[config.mk]
export PLATFORM = sky130hd
export DESIGN_NAME = run_ctrl_flat
export DESIGN_NICKNAME = d
export VERILOG_FILES = /design/src/rtl/run_ctrl_if.sv /design/src/rtl/run_ctrl.sv /design/src/flat_wrapper.sv
export SDC_FILE = /design/constraint.sdc
export NUM_CORES = 1
export LEC_CHECK = 0
export CAP_MARGIN = 20
export CORE_MARGIN = 2
export CORE_UTILIZATION = 30
export CTS_CLUSTER_SIZE = 14
export DETAILED_ROUTE_END_ITERATION = 8
export SLEW_MARGIN = 20
export SYNTH_ARGS = -nofsm -noshare
export SYNTH_HDL_FRONTEND = slang
export SYNTH_SLANG_ARGS = --single-unit
[constraint.sdc]
create_clock -name clk -period 6.2 [get_ports clk]
set_input_delay 0.62 -clock clk [delete_from_list [all_inputs] [get_ports clk]]
set_output_delay 0.62 -clock clk [all_outputs]
set_load 0.02 [all_outputs]
[src/rtl/run_ctrl_if.sv]
// Load stream and instruction-memory write port of run_ctrl.
// master = controller side, slave = load source / memory side.
interface run_ctrl_if #(
  parameter int INSTR_W = 16,
  parameter int AW      = 8
);
  logic               load_valid;
  logic [INSTR_W-1:0] load_data;
  logic               load_last;
  logic               load_ready;
  logic               imem_we;
  logic [AW-1:0]      imem_addr;
  logic [INSTR_W-1:0] imem_wdata;

  modport master (
    input  load_valid, load_data, load_last,
    output load_ready, imem_we, imem_addr, imem_wdata
  );

  modport slave (
    output load_valid, load_data, load_last,
    input  load_ready, imem_we, imem_addr, imem_wdata
  );
endinterface

[src/rtl/run_ctrl.sv]
// Load/reset/run sequencer: streams a program into imem (write lands in the accepting cycle), pulses core reset, then runs to halt/timeout.
// load_ready is high only in LOAD; optional stall detection is compiled in with `define RUN_CTRL_STALL_DET_EN.
module run_ctrl #(
  parameter int  PC_W            = 16,
  parameter int  INSTR_W         = 16,
  parameter int  MEM_DEPTH       = 256,
  parameter int  CORE_RST_CYCLES = 2,
  parameter int  STALL_LIMIT     = 16,
  localparam int AW              = $clog2(MEM_DEPTH)
) (
  input  logic            clk,
  input  logic            rst,
  input  logic            start,
  run_ctrl_if.master      bus,
  output logic            core_rst,
  input  logic [PC_W-1:0] core_pc,
  input  logic [PC_W-1:0] halt_pc,
  input  logic [31:0]     cycle_limit,
  output logic [31:0]     cycle_count,
  output logic            done,
  output logic            timeout,
  output logic            stall,
  output logic            load_error
);

  if (CORE_RST_CYCLES < 1 || STALL_LIMIT < 1) begin : g_param_chk
    $error("run_ctrl: CORE_RST_CYCLES and STALL_LIMIT must be >= 1");
  end

  typedef enum logic [2:0] {
    IDLE,
    LOAD,
    CORE_RST,
    RUN,
    HALTED
  } state_t;

  state_t        state, state_nxt;
  logic [AW-1:0] addr, addr_nxt;
  logic [31:0]   rcnt, rcnt_nxt;
  logic [31:0]   count_nxt;
  logic          done_nxt, timeout_nxt, lerr_nxt;
  logic          ready, accept;

`ifdef RUN_CTRL_STALL_DET_EN
  logic            stall_nxt;
  logic            stall_hit;
  logic            same_pc;
  logic [PC_W-1:0] prev_pc;
  logic [31:0]     same_cnt;
`endif

  always_comb begin
    state_nxt   = state;
    addr_nxt    = addr;
    rcnt_nxt    = rcnt;
    count_nxt   = cycle_count;
    done_nxt    = done;
    timeout_nxt = timeout;
    lerr_nxt    = load_error;
`ifdef RUN_CTRL_STALL_DET_EN
    stall_nxt   = stall;
`endif
    ready       = 1'b0;
    accept      = 1'b0;
    core_rst    = 1'b1;

    case (state)
      IDLE: begin
        if (start) begin
          state_nxt = LOAD;
          addr_nxt  = '0;
        end
      end
      LOAD: begin
        ready  = 1'b1;
        accept = bus.load_valid;
        if (accept) begin
          addr_nxt = addr + AW'(1);
          // load_last wins over overflow, so a program that exactly fills memory still runs
          if (bus.load_last) begin
            state_nxt = CORE_RST;
            rcnt_nxt  = '0;
            count_nxt = '0;
          end else if (addr == AW'(MEM_DEPTH - 1)) begin
            state_nxt = HALTED;
            lerr_nxt  = 1'b1;
          end
        end
      end
      CORE_RST: begin
        if (rcnt == 32'(CORE_RST_CYCLES - 1)) begin
          state_nxt = RUN;
        end else begin
          rcnt_nxt = rcnt + 32'd1;
        end
      end
      RUN: begin
        core_rst = 1'b0;
        // the terminating cycle is not counted, so cycle_count equals the count it was compared at
        if (core_pc == halt_pc) begin
          state_nxt = HALTED;
          done_nxt  = 1'b1;
        end
`ifdef RUN_CTRL_STALL_DET_EN
        else if (stall_hit) begin
          state_nxt = HALTED;
          stall_nxt = 1'b1;
        end
`endif
        else if (cycle_limit != 32'd0 && cycle_count == cycle_limit) begin
          state_nxt   = HALTED;
          timeout_nxt = 1'b1;
        end else if (cycle_count != 32'hFFFF_FFFF) begin
          count_nxt = cycle_count + 32'd1;
        end
      end
      HALTED: begin
        if (start) begin
          state_nxt   = LOAD;
          addr_nxt    = '0;
          done_nxt    = 1'b0;
          timeout_nxt = 1'b0;
          lerr_nxt    = 1'b0;
`ifdef RUN_CTRL_STALL_DET_EN
          stall_nxt   = 1'b0;
`endif
        end
      end
      default: begin
        state_nxt = IDLE;
      end
    endcase
  end

  assign bus.load_ready = ready;
  assign bus.imem_we    = accept;
  assign bus.imem_addr  = accept ? addr : '0;
  assign bus.imem_wdata = accept ? bus.load_data : '0;

  always_ff @(posedge clk) begin
    if (rst) begin
      state       <= IDLE;
      addr        <= '0;
      rcnt        <= '0;
      cycle_count <= '0;
      done        <= 1'b0;
      timeout     <= 1'b0;
      load_error  <= 1'b0;
    end else begin
      state       <= state_nxt;
      addr        <= addr_nxt;
      rcnt        <= rcnt_nxt;
      cycle_count <= count_nxt;
      done        <= done_nxt;
      timeout     <= timeout_nxt;
      load_error  <= lerr_nxt;
    end
  end

`ifdef RUN_CTRL_STALL_DET_EN
  // same_cnt holds how many earlier consecutive RUN cycles saw an unchanged PC
  assign same_pc   = (core_pc == prev_pc);
  assign stall_hit = same_pc && (same_cnt == 32'(STALL_LIMIT - 1));

  always_ff @(posedge clk) begin
    if (rst) begin
      prev_pc  <= '0;
      same_cnt <= '0;
      stall    <= 1'b0;
    end else begin
      prev_pc  <= core_pc;
      same_cnt <= (state == RUN && same_pc) ? same_cnt + 32'd1 : 32'd0;
      stall    <= stall_nxt;
    end
  end
`else
  assign stall = 1'b0;
`endif

endmodule

[src/flat_wrapper.sv]
// flat-port wrapper written by rule: the top's interface ports become plain ports
module run_ctrl_flat 
#(
  parameter int  PC_W            = 16,
  parameter int  INSTR_W         = 16,
  parameter int  MEM_DEPTH       = 256,
  parameter int  CORE_RST_CYCLES = 2,
  parameter int  STALL_LIMIT     = 16,
  localparam int AW              = $clog2(MEM_DEPTH)
)
  (clk, rst, start, core_rst, core_pc, halt_pc, cycle_limit, cycle_count, done, timeout, stall, load_error, bus_load_valid, bus_load_data, bus_load_last, bus_load_ready, bus_imem_we, bus_imem_addr, bus_imem_wdata);
  run_ctrl_if #(.INSTR_W(INSTR_W), .AW(($clog2(MEM_DEPTH)))) bus_i ();
  input  logic clk;
  input  logic rst;
  input  logic start;
  output logic core_rst;
  input  logic [PC_W-1:0] core_pc;
  input  logic [PC_W-1:0] halt_pc;
  input  logic [31:0] cycle_limit;
  output logic [31:0] cycle_count;
  output logic done;
  output logic timeout;
  output logic stall;
  output logic load_error;
  input wire logic [$bits(bus_i.load_valid)-1:0] bus_load_valid;
  input wire logic [$bits(bus_i.load_data)-1:0] bus_load_data;
  input wire logic [$bits(bus_i.load_last)-1:0] bus_load_last;
  output wire logic [$bits(bus_i.load_ready)-1:0] bus_load_ready;
  output wire logic [$bits(bus_i.imem_we)-1:0] bus_imem_we;
  output wire logic [$bits(bus_i.imem_addr)-1:0] bus_imem_addr;
  output wire logic [$bits(bus_i.imem_wdata)-1:0] bus_imem_wdata;
  assign bus_i.load_valid = bus_load_valid;
  assign bus_i.load_data = bus_load_data;
  assign bus_i.load_last = bus_load_last;
  assign bus_load_ready = bus_i.load_ready;
  assign bus_imem_we = bus_i.imem_we;
  assign bus_imem_addr = bus_i.imem_addr;
  assign bus_imem_wdata = bus_i.imem_wdata;
  run_ctrl #(.PC_W(PC_W), .INSTR_W(INSTR_W), .MEM_DEPTH(MEM_DEPTH), .CORE_RST_CYCLES(CORE_RST_CYCLES), .STALL_LIMIT(STALL_LIMIT)) u_core (.clk(clk), .rst(rst), .start(start), .bus(bus_i), .core_rst(core_rst), .core_pc(core_pc), .halt_pc(halt_pc), .cycle_limit(cycle_limit), .cycle_count(cycle_count), .done(done), .timeout(timeout), .stall(stall), .load_error(load_error));
endmodule
==> flow_results.org, run 1 <==
** Die
- Initial standard-cell utilization of the core :: 30.56%
- The die is 130.8 µm tall.
- The floorplan step set the die width to 130.8 µm.
- The core region is 0.01577 mm².
- Count of pins on the block boundary :: 148
- Die area :: 0.01710 mm²
- After floorplanning, the core was divided into 46 placement rows.

** Timing
- Max Slew Vio Count :: 0
- For the final database, setup skew stands at 9.288 ps.
- Setup repair after global routing left no endpoint under its margin.
- The hold violation total from the final report came to 0.
- In the post-route analysis, the smallest setup slack over all paths is 2753 ps.
- Final setup vio count :: 0
- Slew at the pin closest to its max-slew limit :: 756.1 ps
- In this run the tightest slew margin relative to its limit is 49.59%.
- The final critical path takes up 55.59% of the cycle.
- Shortest period the worst path allows :: 3447 ps
- FMAX :: 0.2901 GHz
- After routing, the total negative slack on setup checks comes to 0 ps.
- Smallest hold slack :: 458.0 ps

** Clocking
- After clock tree synthesis, the setup repair step added 0 buffers.
- TritonCTS built the clock tree.
- Counting along the longest clock path gives a buffer depth of 2.
- Count of clock tree sinks :: 78
- Source-to-sink clock delay at the later pin of the worst-skew pair :: 350 ps
- The cell sitting at the root of the clock tree is a clkbuf_16.
- For this design, the CTS-stage hold fixing added 0 buffers.
- After clock tree synthesis, the clock-pin slew on the worst setup and hold paths is 60 ps.
- In this run, post-CTS repair resized a total of 0 instances.
- TritonCTS created 9 clock buffers.
- The H-tree was split into 3 levels.

** Detailed routing
- Routed WL per cell :: 16.23 µm
- In the routed design, unresolved DRC markers number 0.
- After the first detailed-routing iteration, the DRC count stood at 552.
- DRT Pass-1 Iters :: 5
- Detailed routing inserted a total of 5005 vias.
- Post-DR vias/cell :: 5.324
- Final wirelength :: 15260 µm
- The detail route stage leaves a number of antenna-violating nets equal to 0.

** Yosys
- Async set-or-reset flop fraction in the synthesized netlist :: 0%
- Post-synthesis instance total :: 597
- Number of nets produced by synthesis :: 686
- In this run, synthesis inferred 0 flip-flops with an integrated enable.
- In the post-synthesis netlist, the biggest area contributors are dfxtp_1 32%, xnor2_1 7.3%, xor2_1 7.3%.
- Post-Syn Area per Cell :: 8.073 µm²
- The share of the Yosys chip area taken by registers is 32.40%.
- During synthesis, Yosys emitted a total of 0 warnings.
- Dominant register cell in the synthesized netlist :: dfxtp_1
- dfxtp_1 takes more of the synthesized area than any other cell.
- Summed over its instances, the top area cell type makes up 32.40% of the synthesized netlist area.
- Yosys mapped the design onto 60 distinct sky130hd cell types.
- Combined area of all synthesized cells :: 0.004820 mm²
- Post-synthesis register bit count :: 78

** Hold path
- Hold/Removal Path Class :: reg2reg
- Hold path start :: u_core.timeout$_SDFFE_PP0P_

** Finish
- Compared with the post-synthesis result, the final layout area differs by 39.49%.
- Nets :: 809
- Of the cells placed in the final design, the portion with a size suffix greater than 1 is 4.972%.
- 0 antenna diodes ended up in the layout.
- In the layout the commonest cells are 146 x clkdlybuf4s50_1, 78 x dfxtp_1, 49 x nor2_1.
- Leaving out filler cells and counting taps, the final layout contains 940.
- Leaving out fill and tap cells, the most frequent cell in the layout is clkdlybuf4s50_1.

** Pwr
- IR analysis of the VDD net gives a maximum drop of 0.1534 mV.
- Fraction of power spent switching nets :: 27.17%
- Power per cell area :: 209.3 mW/mm²
- Static Leakage :: 2.279 nW
- Cell internal power was estimated by the tool at 1.025 mW.
- Net Sw Power :: 0.3824 mW
- Flop pwr share :: 37.7%
- Fraction of power consumed by the clock network :: 41.6%
- Comb power frac :: 20.7%

** Setup path
- Tracing the worst setup path back leads to its startpoint at cycle_limit[1].
- The critical path is of the in2reg type.
- Worst EP arrival :: 3710 ps
- Critical-path maximum fanout :: 24
- STA classifies the critical path startpoint as an input port.
- The startpoint identified for the worst register-to-register timing path is u_core.cycle_count[0]$_SDFFE_PP0P_.
- Required @ worst endpoint :: 6470 ps
- STA classifies the critical path endpoint as a flip-flop.

** Global routing
- Number of global-route vias before repair :: 4804
- Entering global routing, the biggest net connects 36 pins.
- In the global route stage, overall resource usage came out at 17.65%.
- For this run the aggregate overflow at the end of global routing stands at 0.
- Number of antenna violations at the first check in global routing :: 0
- First-pass GRT wire length :: 24050 µm

** Place
- Count of placed standard cells including taps :: 925
- Worst setup slack after placement :: 2447 ps
- In this run the tool buffered the top-level ports with 146 buffer cells.
- Summed over all nets, the half-perimeter wirelength after detailed placement is 11380 µm.
- Placer's final routability congestion estimate :: 0.8435

** Run
- Max-cap violations in this run came to 0.

** Status
- The run finished with clean final reports.
==> cell families (layout without fill, tap and decap cells) <==
logic type | count (synthesis) | count (layout) | synth area share [%]
xor gates and xnor gates | 80 | 80 | 14.54
other | 1 | 1 | 0.07781
adders and majority gates | 4 | 4 | 1.038
DFF | 78 | 78 | 32.40
and+or+nand+nor | 281 | 281 | 31.46
muxes | 3 | 3 | 0.6490
AOI/OAI and AO/OA | 102 | 102 | 15.27
buffers and inverters | 48 | 175 | 4.569
==> area by class of cell <==
cell class	instances	area, µm²
Clock buffer	11	252.7
Clock inverter	4	70.07
Fill cell	1588	9047
Inverter	11	41.29
Multi-Input combinational cell	471	3043
Sequential cell	78	1562
Tap cell	216	270.3
Timing Repair Buffer	149	1484
==> power by group through the flow <==
stage | combinational, mW | sequential, mW | clock (mW)
finish | 0.292 | 0.530 | 0.585
floorplan | 0.161 | 0.535 | 0
global route | 0.315 | 0.532 | 0.618
global placement | 0.286 | 0.540 | 0
detailed placement | 0.290 | 0.541 | 0
CTS | 0.291 | 0.530 | 0.593
==> worst paths after layout <==
kind / to / slack (ps) / depth (start not counted)
worst min register to register: u_core.timeout$_SDFFE_PP0P_ / 460 / 2
worst min-delay path: u_core.timeout$_SDFFE_PP0P_ / 460 / 2
worst max-delay path: u_core.cycle_count[9]$_SDFFE_PP0P_ / 2750 / 7
worst max register to register: u_core.cycle_count[0]$_SDFFE_PP0P_ / 2980 / 8
==> Yosys cell counts, types with 5 or more instances <==
cell	number
xor2_1	40
nor4_1	24
or2_2	5
nor3_1	10
and3_1	33
inv_1	11
o31ai_1	5
a31oi_1	7
o211ai_1	11
o21ai_0	24
clkbuf_1	25
a21oi_1	18
or3_1	13
nand3_1	41
nand2_1	43
xnor2_1	40
nand4_1	32
nor2_1	49
o311ai_0	11
dfxtp_1	78
and2_1	5
==> flip-flops by register name, indices dropped and copies added, names as in the netlist <==
register            flops
u_core.addr             8
u_core.done             1
u_core.timeout          1
u_core.state            3
u_core.cycle_count     32
u_core.load_error       1
u_core.rcnt            32
==> worst max-delay path, cell delays in order <==
cell	delay (ps)
clkdlybuf4s50_1	440
nor4_1	360
nand4_1	210
o211ai_4	630
nand2_1	640
or4_1	650
o211ai_1	150
==> per-stage QoR <==
step | utilization (%) | instance area [µm²] | power [mW]
6_report | 42.63 | 6723 | 1.407
3_5_place_dp | 40.58 | 6400 | 0.8304
5_1_grt | 42.63 | 6723 | 1.465
2_1_floorplan | - | 4820 | 0.6955
3_3_place_gp | 40.58 | 6400 | 0.8255
4_1_cts | 42.63 | 6723 | 1.414
==> routing by layer <==
metal,track usage (%),routed length (µm),vias up
met2,29.72,7343,180
met4,6.633,346,0
met5,0,0,-
met3,3.624,903,32
li1,-,-,2444
met1,22.32,6663,2349
Note: power is estimated with default switching activity, not from simulation.
==> run 2: changes to the inputs <==
clock period = 3.6 ns   (was 6.2 ns; I/O delays follow)
==> run 2 against run 1 <==
  * Non-clock buffer count up 5
  * Wire length about the same
  * Global-route usage down 0.25 points
  * Utilization down 0.10 points
  * Critical path type is now reg2reg
==> flow_results.org, run 2 (same netlist as run 1, synthesis figures left out) <==
** Timing
- The hold violation total from the final report was 0.
- Timing would allow up to 0.3340 GHz.
- Setup repair after global routing left no endpoint under its margin.
- At the pin with the least slew margin, the transition time is 737.6 ps.
- Final setup vio count :: 0
- Adding up every negative setup slack in the final design gives 0 ps.
- Headroom to the max-slew limit came out at 50.83%.
- Max Slew Vio Count :: 0
- Clock skew on the completed layout was measured at 6.331 ps.
- Dividing the final minimum period by the clock period gives 83.16%.
- Shortest period the worst path allows :: 2994 ps
- Smallest hold slack :: 469.2 ps

** Pwr
- The analysis attributes to net switching a power of 0.6325 mW.
- Peak VDD IR :: 0.2641 mV
- Comb power frac :: 22.3%
- Fraction of power consumed by the clock network :: 37.3%
- Static Leakage :: 2.275 nW
- Power per cell area :: 337.2 mW/mm²
- Of the total power, registers draw 40.4%.
- Cell internal power was estimated by the tool at 1.629 mW.
- After layout, the design draws a total of 2.261 mW.
- In this run switching power makes up 27.97% of total power.

** Status
- The run finished with clean final reports.

** Clocking
- TritonCTS created 9 clock buffers.
- Cts-stage hold buffer count :: 0
- The clock reaches the later pin of the worst-skew pair after 340 ps.
- The tree is rooted in a clkbuf_16.
- Once the clock tree was built, the setup fixing pass inserted 0 buffers.
- Clock tree synthesis found a total of 78 sinks.
- H-tree levels :: 3
- TritonCTS built the clock tree.
- No sink is reached through more buffers than the 2 on the longest clock path.
- After clock tree synthesis, the clock-pin slew on the worst setup and hold paths is 60 ps.
- The number of gates resized after CTS was 0.

** Setup path
- Cell depth of the worst flop-to-flop path :: 9
- Worst setup path category :: reg2reg
- Required @ worst endpoint :: 3830 ps
- Critical-path maximum fanout :: 13
- STA puts the critical path data arrival time at 3220 ps.
- The worst setup path is launched from a flip-flop.
- The worst setup path is captured at a flip-flop.
- Across all register-to-register paths, the minimum setup slack is 610 ps.

** Detailed routing
- Final ANT Viol Nets :: 0
- Residual DRC :: 0
- The detailed router finished its first iteration with 417 violations.
- The first detailed-routing pass took 4 iterations.
- In the final routed layout, each cell accounts on average for 16.15 µm.
- Using the TritonRoute via totals, the vias-per-cell ratio works out to 5.278.
- The routed layout has 4988 vias.
- The final layout contains routed wiring with a total length of 15270 µm.

** Global routing
- The number of global-route vias before repair is 4710.
- Sum of overflow across all layers after global routing :: 0
- Global routing used 17.41% of the available tracks across all layers.
- Number of antenna violations at the first check in global routing :: 0
- Entering global routing, the biggest net connects 35 pins.
- The first global-routing pass estimated 23660 µm of wire.

** Finish
- Commonest non-fill, non-tap cell in the layout :: clkdlybuf4s50_1
- Cells with a size suffix above 1 make up 5.213% of the layout.
- Compared with the post-synthesis result, the final layout area differs by 39.15%.
- The number of antenna diodes in the final layout is 0.
- Final cell area excluding filler cells :: 0.006706 mm²
- Nets :: 814
- Highest-count cells in the layout ignoring fill and taps :: 146 x clkdlybuf4s50_1, 78 x dfxtp_1, 49 x nor2_1
- Counting the fill cells in the layout gives 1595.
- Regs by FF count :: u_core.cycle_count: 32 flops, u_core.rcnt: 32 flops, u_core.addr: 8 flops

** Die
- Standard cell core area :: 0.01577 mm²
- Row generation in the floorplan step produced 46 rows.
- For this configuration, the core starts out at a cell density of 30.56%.
- 148 I/O pins were placed.
- The die covers 0.01710 mm².
- The die is 130.8 µm tall.
- Measured along the x axis, the die boundary spans 130.8 µm.

** Place
- Detailed placement finished with a half-perimeter wire length of 11330 µm.
- IO Port Bufs :: 146
- Placer's final routability congestion estimate :: 0.8802
- Area post-placement :: 0.006437 mm²

** Run
- Max-cap violations in this run came to 0.

** Hold path
- The min-delay analysis places its worst path in the category reg2reg.
- Along the worst hold path, the cell count comes to 2.
-- run 2: cell types whose count changed in the layout (fill, tap and decap cells not counted), sizes merged --
cell / before / now
buf: 3 / 8
clkbuf: 11 / 14
bufinv: 2 / 0
clkinv: 2 / 1
-- run 2: layout make-up --
type / instances / area, µm² / share of cell area, %
Tap cell: 216 / 270.3 / 4.030
Inverter: 11 / 41.29 / 0.6157
Sequential cell: 78 / 1562 / 23.28
Multi-Input combinational cell: 471 / 3043 / 45.37
Clock buffer: 14 / 264.0 / 3.937
Clock inverter: 1 / 5.005 / 0.07463
Timing Repair Buffer: 154 / 1521 / 22.69
-- run 2: through the flow --
stage | util [%] | setup WS (ps) | cells
final | 42.53 | 606.3 | 945
after global routing | 42.53 | 455.6 | 945
after CTS | 42.53 | 662.5 | 945
after detailed placement | 40.82 | 683.4 | 930
after global placement | 40.82 | 762.3 | 930
after floorplan | - | 935.6 | 597
-- run 2: metal layers --
metal | global-route usage (%) | vias to the layer above | wire length [µm]
li1 | - | 2446 | -
met1 | 22.30 | 2377 | 6867
met2 | 29.60 | 146 | 7317
met3 | 3.827 | 19 | 839
met4 | 4.819 | 0 | 241
met5 | 0 | - | 0
-- run 2: power by group through the flow --
stage | logic, mW | clock network (mW) | registers, mW
finish | 0.505 | 0.844 | 0.913
global route | 0.545 | 0.897 | 0.916
CTS | 0.505 | 0.865 | 0.912
detailed placement | 0.502 | 0 | 0.931
global placement | 0.497 | 0 | 0.929
floorplan | 0.277 | 0 | 0.921
-- run 2: critical path, cell delays in order, from the launching register on --
cell and delay, ps:
dfxtp_1 430, ha_1 270, nand3_2 110, or3_4 430, or4_4 580, nand2b_4 230
nand2_1 360, buf_4 240, o211ai_1 100, o311ai_0 120
-- run 2: final timing paths --
| check | from | end |
|---|---|---|
| max | u_core.cycle_count[0]$_SDFFE_PP0P_ | u_core.cycle_count[19]$_SDFFE_PP0P_ |
| min | u_core.timeout$_SDFFE_PP0P_ | u_core.timeout$_SDFFE_PP0P_ |
| max reg2reg | u_core.cycle_count[0]$_SDFFE_PP0P_ | u_core.cycle_count[19]$_SDFFE_PP0P_ |
| min reg2reg | u_core.timeout$_SDFFE_PP0P_ | u_core.timeout$_SDFFE_PP0P_ |
